**src/rtl/vga_timing_gen.sv**
```systemverilog
// rtl/vga_timing_gen.sv - parametrised video timing generator with internal pixel clock-enable
// Optional frame counter enabled by defining VGA_TIMING_FRAME_CNT_EN.
module vga_timing_gen #(
    parameter int CLK_DIV  = 2,
    parameter int H_ACTIVE = 640,
    parameter int H_FP     = 16,
    parameter int H_SYNC   = 96,
    parameter int H_BP     = 48,
    parameter int V_ACTIVE = 480,
    parameter int V_FP     = 10,
    parameter int V_SYNC   = 2,
    parameter int V_BP     = 33,
    parameter bit H_POL    = 1'b0,
    parameter bit V_POL    = 1'b0,
    parameter int CW       = 10,
    parameter int DELAY    = 0,
    parameter int FRAME_W  = 16
) (
    input  logic               clk_in,
    input  logic               rst,
    output logic               pix_ce,
    output logic [CW-1:0]      sx,
    output logic [CW-1:0]      sy,
    output logic               hsync,
    output logic               vsync,
    output logic               de,
    output logic               line_start,
    output logic               frame_start,
    output logic [FRAME_W-1:0] frame_cnt
);

    localparam int H_TOTAL = H_ACTIVE + H_FP + H_SYNC + H_BP;
    localparam int V_TOTAL = V_ACTIVE + V_FP + V_SYNC + V_BP;
    localparam int DW      = (CLK_DIV > 1) ? $clog2(CLK_DIV) : 1;

    localparam logic [DW-1:0] DIV_LAST = DW'(CLK_DIV - 1);
    localparam logic [CW-1:0] H_LAST   = CW'(H_TOTAL - 1);
    localparam logic [CW-1:0] V_LAST   = CW'(V_TOTAL - 1);
    localparam logic [CW-1:0] H_ACT    = CW'(H_ACTIVE);
    localparam logic [CW-1:0] V_ACT    = CW'(V_ACTIVE);
    localparam logic [CW-1:0] HS_BEG   = CW'(H_ACTIVE + H_FP);
    localparam logic [CW-1:0] HS_END   = CW'(H_ACTIVE + H_FP + H_SYNC);
    localparam logic [CW-1:0] VS_BEG   = CW'(V_ACTIVE + V_FP);
    localparam logic [CW-1:0] VS_END   = CW'(V_ACTIVE + V_FP + V_SYNC);

    typedef struct packed {
        logic [CW-1:0]      x;
        logic [CW-1:0]      y;
        logic               hs;
        logic               vs;
        logic               de;
        logic               ls;
        logic               fs;
        logic [FRAME_W-1:0] fc;
    } bundle_t;

    localparam bundle_t RESET_BUNDLE = '{
        x: '0, y: '0, hs: ~H_POL, vs: ~V_POL,
        de: 1'b0, ls: 1'b0, fs: 1'b0, fc: '0
    };

    logic [DW-1:0]      div_cnt;
    logic               ce;
    logic [CW-1:0]      hc;
    logic [CW-1:0]      vc;
    logic               hc_last;
    logic               vc_last;
    logic [FRAME_W-1:0] fcnt;
    bundle_t            cur;
    bundle_t            pipe [DELAY+1];

    assign ce      = (div_cnt == DIV_LAST);
    assign hc_last = (hc == H_LAST);
    assign vc_last = (vc == V_LAST);

    always_ff @(posedge clk_in) begin
        if (rst) begin
            div_cnt <= '0;
        end else if (ce) begin
            div_cnt <= '0;
        end else begin
            div_cnt <= div_cnt + 1'b1;
        end
    end

    always_ff @(posedge clk_in) begin
        if (rst) begin
            hc <= '0;
            vc <= '0;
        end else if (ce) begin
            if (hc_last) begin
                hc <= '0;
                vc <= vc_last ? '0 : vc + 1'b1;
            end else begin
                hc <= hc + 1'b1;
            end
        end
    end

`ifdef VGA_TIMING_FRAME_CNT_EN
    // Counts completed frames; the new value rides with the (0,0) bundle.
    always_ff @(posedge clk_in) begin
        if (rst) begin
            fcnt <= '0;
        end else if (ce && hc_last && vc_last) begin
            fcnt <= fcnt + 1'b1;
        end
    end
`else
    assign fcnt = '0;
`endif

    always_comb begin
        cur    = RESET_BUNDLE;
        cur.x  = hc;
        cur.y  = vc;
        cur.de = (hc < H_ACT) && (vc < V_ACT);
        cur.hs = ((hc >= HS_BEG) && (hc < HS_END)) ? H_POL : ~H_POL;
        cur.vs = ((vc >= VS_BEG) && (vc < VS_END)) ? V_POL : ~V_POL;
        cur.ls = (hc == '0);
        cur.fs = (hc == '0) && (vc == '0);
        cur.fc = fcnt;
    end

    // Stage 0 is the registered decode; DELAY further stages align sync with downstream pixel data.
    always_ff @(posedge clk_in) begin
        if (rst) begin
            pix_ce <= 1'b0;
            for (int i = 0; i <= DELAY; i++) begin
                pipe[i] <= RESET_BUNDLE;
            end
        end else begin
            pix_ce <= ce;
            if (ce) begin
                pipe[0] <= cur;
                for (int i = 1; i <= DELAY; i++) begin
                    pipe[i] <= pipe[i-1];
                end
            end
        end
    end

    assign sx          = pipe[DELAY].x;
    assign sy          = pipe[DELAY].y;
    assign hsync       = pipe[DELAY].hs;
    assign vsync       = pipe[DELAY].vs;
    assign de          = pipe[DELAY].de;
    assign line_start  = pipe[DELAY].ls;
    assign frame_start = pipe[DELAY].fs;
    assign frame_cnt   = pipe[DELAY].fc;

endmodule
```
**config.mk**
```make
export PLATFORM = sky130hd
export DESIGN_NAME = vga_timing_gen
export DESIGN_NICKNAME = d
export VERILOG_FILES = /design/src/rtl/vga_timing_gen.sv
export SDC_FILE = /design/constraint.sdc
export NUM_CORES = 1
export LEC_CHECK = 0
export ABC_CLOCK_PERIOD_IN_PS = 2900
export CAP_MARGIN = 20
export CORE_ASPECT_RATIO = 0.6
export CORE_MARGIN = 2
export CORE_UTILIZATION = 51
export CTS_BUF_LIST = sky130_fd_sc_hd__clkbuf_16
export DETAILED_ROUTE_END_ITERATION = 10
export GPL_ROUTABILITY_DRIVEN = 0
export PLACE_DENSITY = 0.79
export SETUP_SLACK_MARGIN = 0.05
export SLEW_MARGIN = 20
export SYNTH_ARGS = -nofsm -noshare
export SYNTH_HDL_FRONTEND = slang
export SYNTH_SLANG_ARGS = --single-unit
```
**constraint.sdc**
```tcl
create_clock -name clk_in -period 2.9 [get_ports clk_in]
set_clock_uncertainty 0.1 [all_clocks]
set_input_delay 0.58 -clock clk_in [delete_from_list [all_inputs] [get_ports clk_in]]
set_output_delay 0.58 -clock clk_in [all_outputs]
set_load 0.01 [all_outputs]
```
==> impl_metrics.json <==
{
  "cts.root.buffer_cell": "clkbuf_16",
  "io_pins": 44,
  "floorplan.die.height_um": 54.5,
  "std_cell_rows": 18,
  "finalWirelength_mm": 4.25,
  "routed-via-count": 1517,
  "post-synth-top-count-cell": "edfxtp_1",
  "numPortBuffers": 27,
  "report.final.slew_viol_count": 0,
  "yosysTopAreaCellShare": 0.346,
  "critical_path_peak_fanout": 6,
  "numPlacedInstances": 285,
  "die_x_um": 88.2,
  "cts_inserted_buffers": 5,
  "maxCapViolCount": 0,
  "postCtsHoldBufs": 0,
  "total_power_mw": 1.47,
  "outcome": "completed",
  "grt_pass1_vias": 1256,
  "grt_setup_unrepaired": "false",
  "dp_hpwl_mm": 3.08,
  "clock_path_buffers": 2,
  "setup_total_neg_slack_ps": 0,
  "share_of_final_layout_standard_cells_stronger_than_drive_strength_1": 0.0515,
  "grt_usage": 0.189,
  "synth_sequential_area_ratio": 0.549,
  "dominantRegCellSynth": "edfxtp_1",
  "post-route-drc-count": 0,
  "power_density_nw_per_um2": 565,
  "yosys.cell_types.count": 34,
  "critical_path_launch_point_type": "register",
  "max_slew_margin": 0.638,
  "setup.worst_path.end_class": "register",
  "design.die.area_um2": 4810,
  "layoutNonFillerInstCount": 293,
  "coreArea_um2": 4100,
  "clk_pin_slew_worst_paths_ps": 60,
  "share_of_the_core_filled_with_cells": 0.636,
  "pwr-share-comb": 0.065,
  "hold_path.class": "register to register",
  "ys_top_cells_by_area": "edfxtp_1 35%, dfxtp_1 20%, and2_1 5.8%",
  "worstRegToRegCells": 5,
  "synth_seq_cells": 47,
  "worstHoldPathCells": 2,
  "start_util": 0.530,
  "cts_repair_resize_count": 0,
  "syn_area_um2": 2170,
  "overflow": 0,
  "syn-instance-count": 205,
  "layout_min_cycle_time_ps": 2240,
  "worstPathRequired_ps": 3020,
  "timing.final.crit_share": 0.771,
  "dominant_cell_type_by_area_after_synthesis": "edfxtp_1",
  "critical_path_arrival_ps": 2350,
  "max_slew.worst_pin.slew_ps": 538,
  "leakagePower_nw": 0.936,
  "grt_pass1_wl_mm": 6.48,
  "antenna_violations_before_repair": 0,
  "category_of_the_most_critical_setup_path": "register to register",
  "routed_length_per_instance_um": 14.5,
  "net_switching_fraction_of_the_power": 0.207,
  "layout-area-overhead-vs-synth_pct": 20.2,
  "postCtsSetupRepairBufs": 0,
  "clk-insertion-delay-late_ps": 290,
  "worst_ir_drop_on_vdd_mv": 0.290,
  "clkPwrFrac": 0.439,
  "cts_sinks": 47,
  "fmaxAchievable_mhz": 447,
  "final_nets": 238,
  "dr.first_iter.drc_count": 116,
  "synth_async_sr_flop_share": 0,
  "final-setup-viol-count": 0,
  "detailedRoute.firstPassIterationCount": 4,
  "p_sw_mw": 0.305,
  "htree_levels": 2,
  "syn_area_per_cell_um2": 10.6,
  "detail-route-antenna-nets": 0,
  "insertedDiodeCount": 0,
  "place_area_um2": 2440,
  "fin_area_um2": 2610,
  "edff_count_synth": 25,
  "clock_tree_from_tritoncts": "yes",
  "sequential_power_share": 0.496,
  "internal_mw": 1.17,
  "pin_count_of_the_biggest_net_entering_global_routing": 22,
  "detail_routed_via_count_per_cell": 5.18,
  "yosysWarningCount": 0,
  "synth.top_cells.by_count": "25 x edfxtp_1, 22 x dfxtp_1, 20 x and2_1",
  "final-hold-violation-count": 0
}
==> cells by family (layout without fill, tap and decap cells) <==
| logic type | after synthesis | in the layout | share of synthesized area |
|---|---|---|---|
| multiplexers | 1 | 1 | 0.00461 |
| buffers and inverters | 36 | 49 | 0.0928 |
| adder cells (fa/ha/maj) | 4 | 4 | 0.0231 |
| AO/OA/AOI/OAI | 12 | 12 | 0.0352 |
| other | 1 | 16 | 0.00173 |
| flip-flops | 47 | 47 | 0.549 |
| XOR/XNOR | 13 | 13 | 0.0524 |
| AND/OR/NAND/NOR | 91 | 91 | 0.242 |
==> metal layers <==
metal / GRT usage / wire length [um] / vias to the layer above
met3: 0.0468 / 290 / 5
met2: 0.258 / 1740 / 50
li1: - / - / 737
met4: 0.0682 / 48 / 0
met1: 0.289 / 2170 / 725
met5: 0 / 0 / -
==> final timing paths <==
check	slack [ps]	startpoint	end
worst min register to register	430	vc[8]	vc[8]
worst min-delay path	430	vc[8]	vc[8]
worst max-delay path	660	hc[0]	vc[8]
worst max register to register	660	hc[0]	vc[8]
==> registers in the layout, indices dropped and copies added (netlist names) <==
register,cells
pipe,25
hc,10
vc,10
ce,1
pix_ce,1
==> area by class of cell <==
cell class | instances | area, um^2
Fill cell | 342 | 1490
Clock inverter | 3 | 41.3
Timing Repair Buffer | 32 | 308
Inverter | 9 | 33.8
Sequential cell | 47 | 1190
Tap cell | 60 | 75.1
Multi-Input combinational cell | 137 | 835
Clock buffer | 5 | 125
==> worst max-delay path, stage by stage (launching register included) <==
cell	delay, ps
dfxtp_1	420
ha_1	280
nand3_1	190
or3_1	500
or4_1	520
a21oi_1	150
==> layout by cell type (no fill, tap or decap), types with 2 or more instances in the layout <==
cell type / n
a21oi_1: 5
and2_1: 20
and3_1: 3
and4_1: 4
buf_4: 5
clkbuf_16: 5
clkdlybuf4s50_1: 27
conb_1: 16
dfxtp_1: 22
edfxtp_1: 25
ha_1: 4
inv_1: 10
nand2_1: 4
nand2b_1: 2
nand3_1: 10
nand4_1: 6
nand4b_1: 2
nor2_1: 19
nor2b_1: 3
nor3_1: 5
nor4_1: 6
nor4b_1: 2
o21ai_0: 2
o311ai_0: 2
o31ai_1: 2
xnor2_1: 8
xor2_1: 5
==> through the flow <==
stage	setup slack [ps]	hold slack [ps]
floorplan	863	373
global placement	722	407
detailed placement	603	419
CTS	622	428
global route	413	452
finish	665	434
==> power groups by stage <==
stage	clock network [mW]	logic [mW]	registers, mW
2_1_floorplan	0	0.0496	0.756
3_3_place_gp	0	0.0930	0.745
3_5_place_dp	0	0.0953	0.746
4_1_cts	0.654	0.0955	0.732
5_1_grt	0.681	0.103	0.733
6_report	0.648	0.0953	0.731
(Power assumes the default switching activity.)
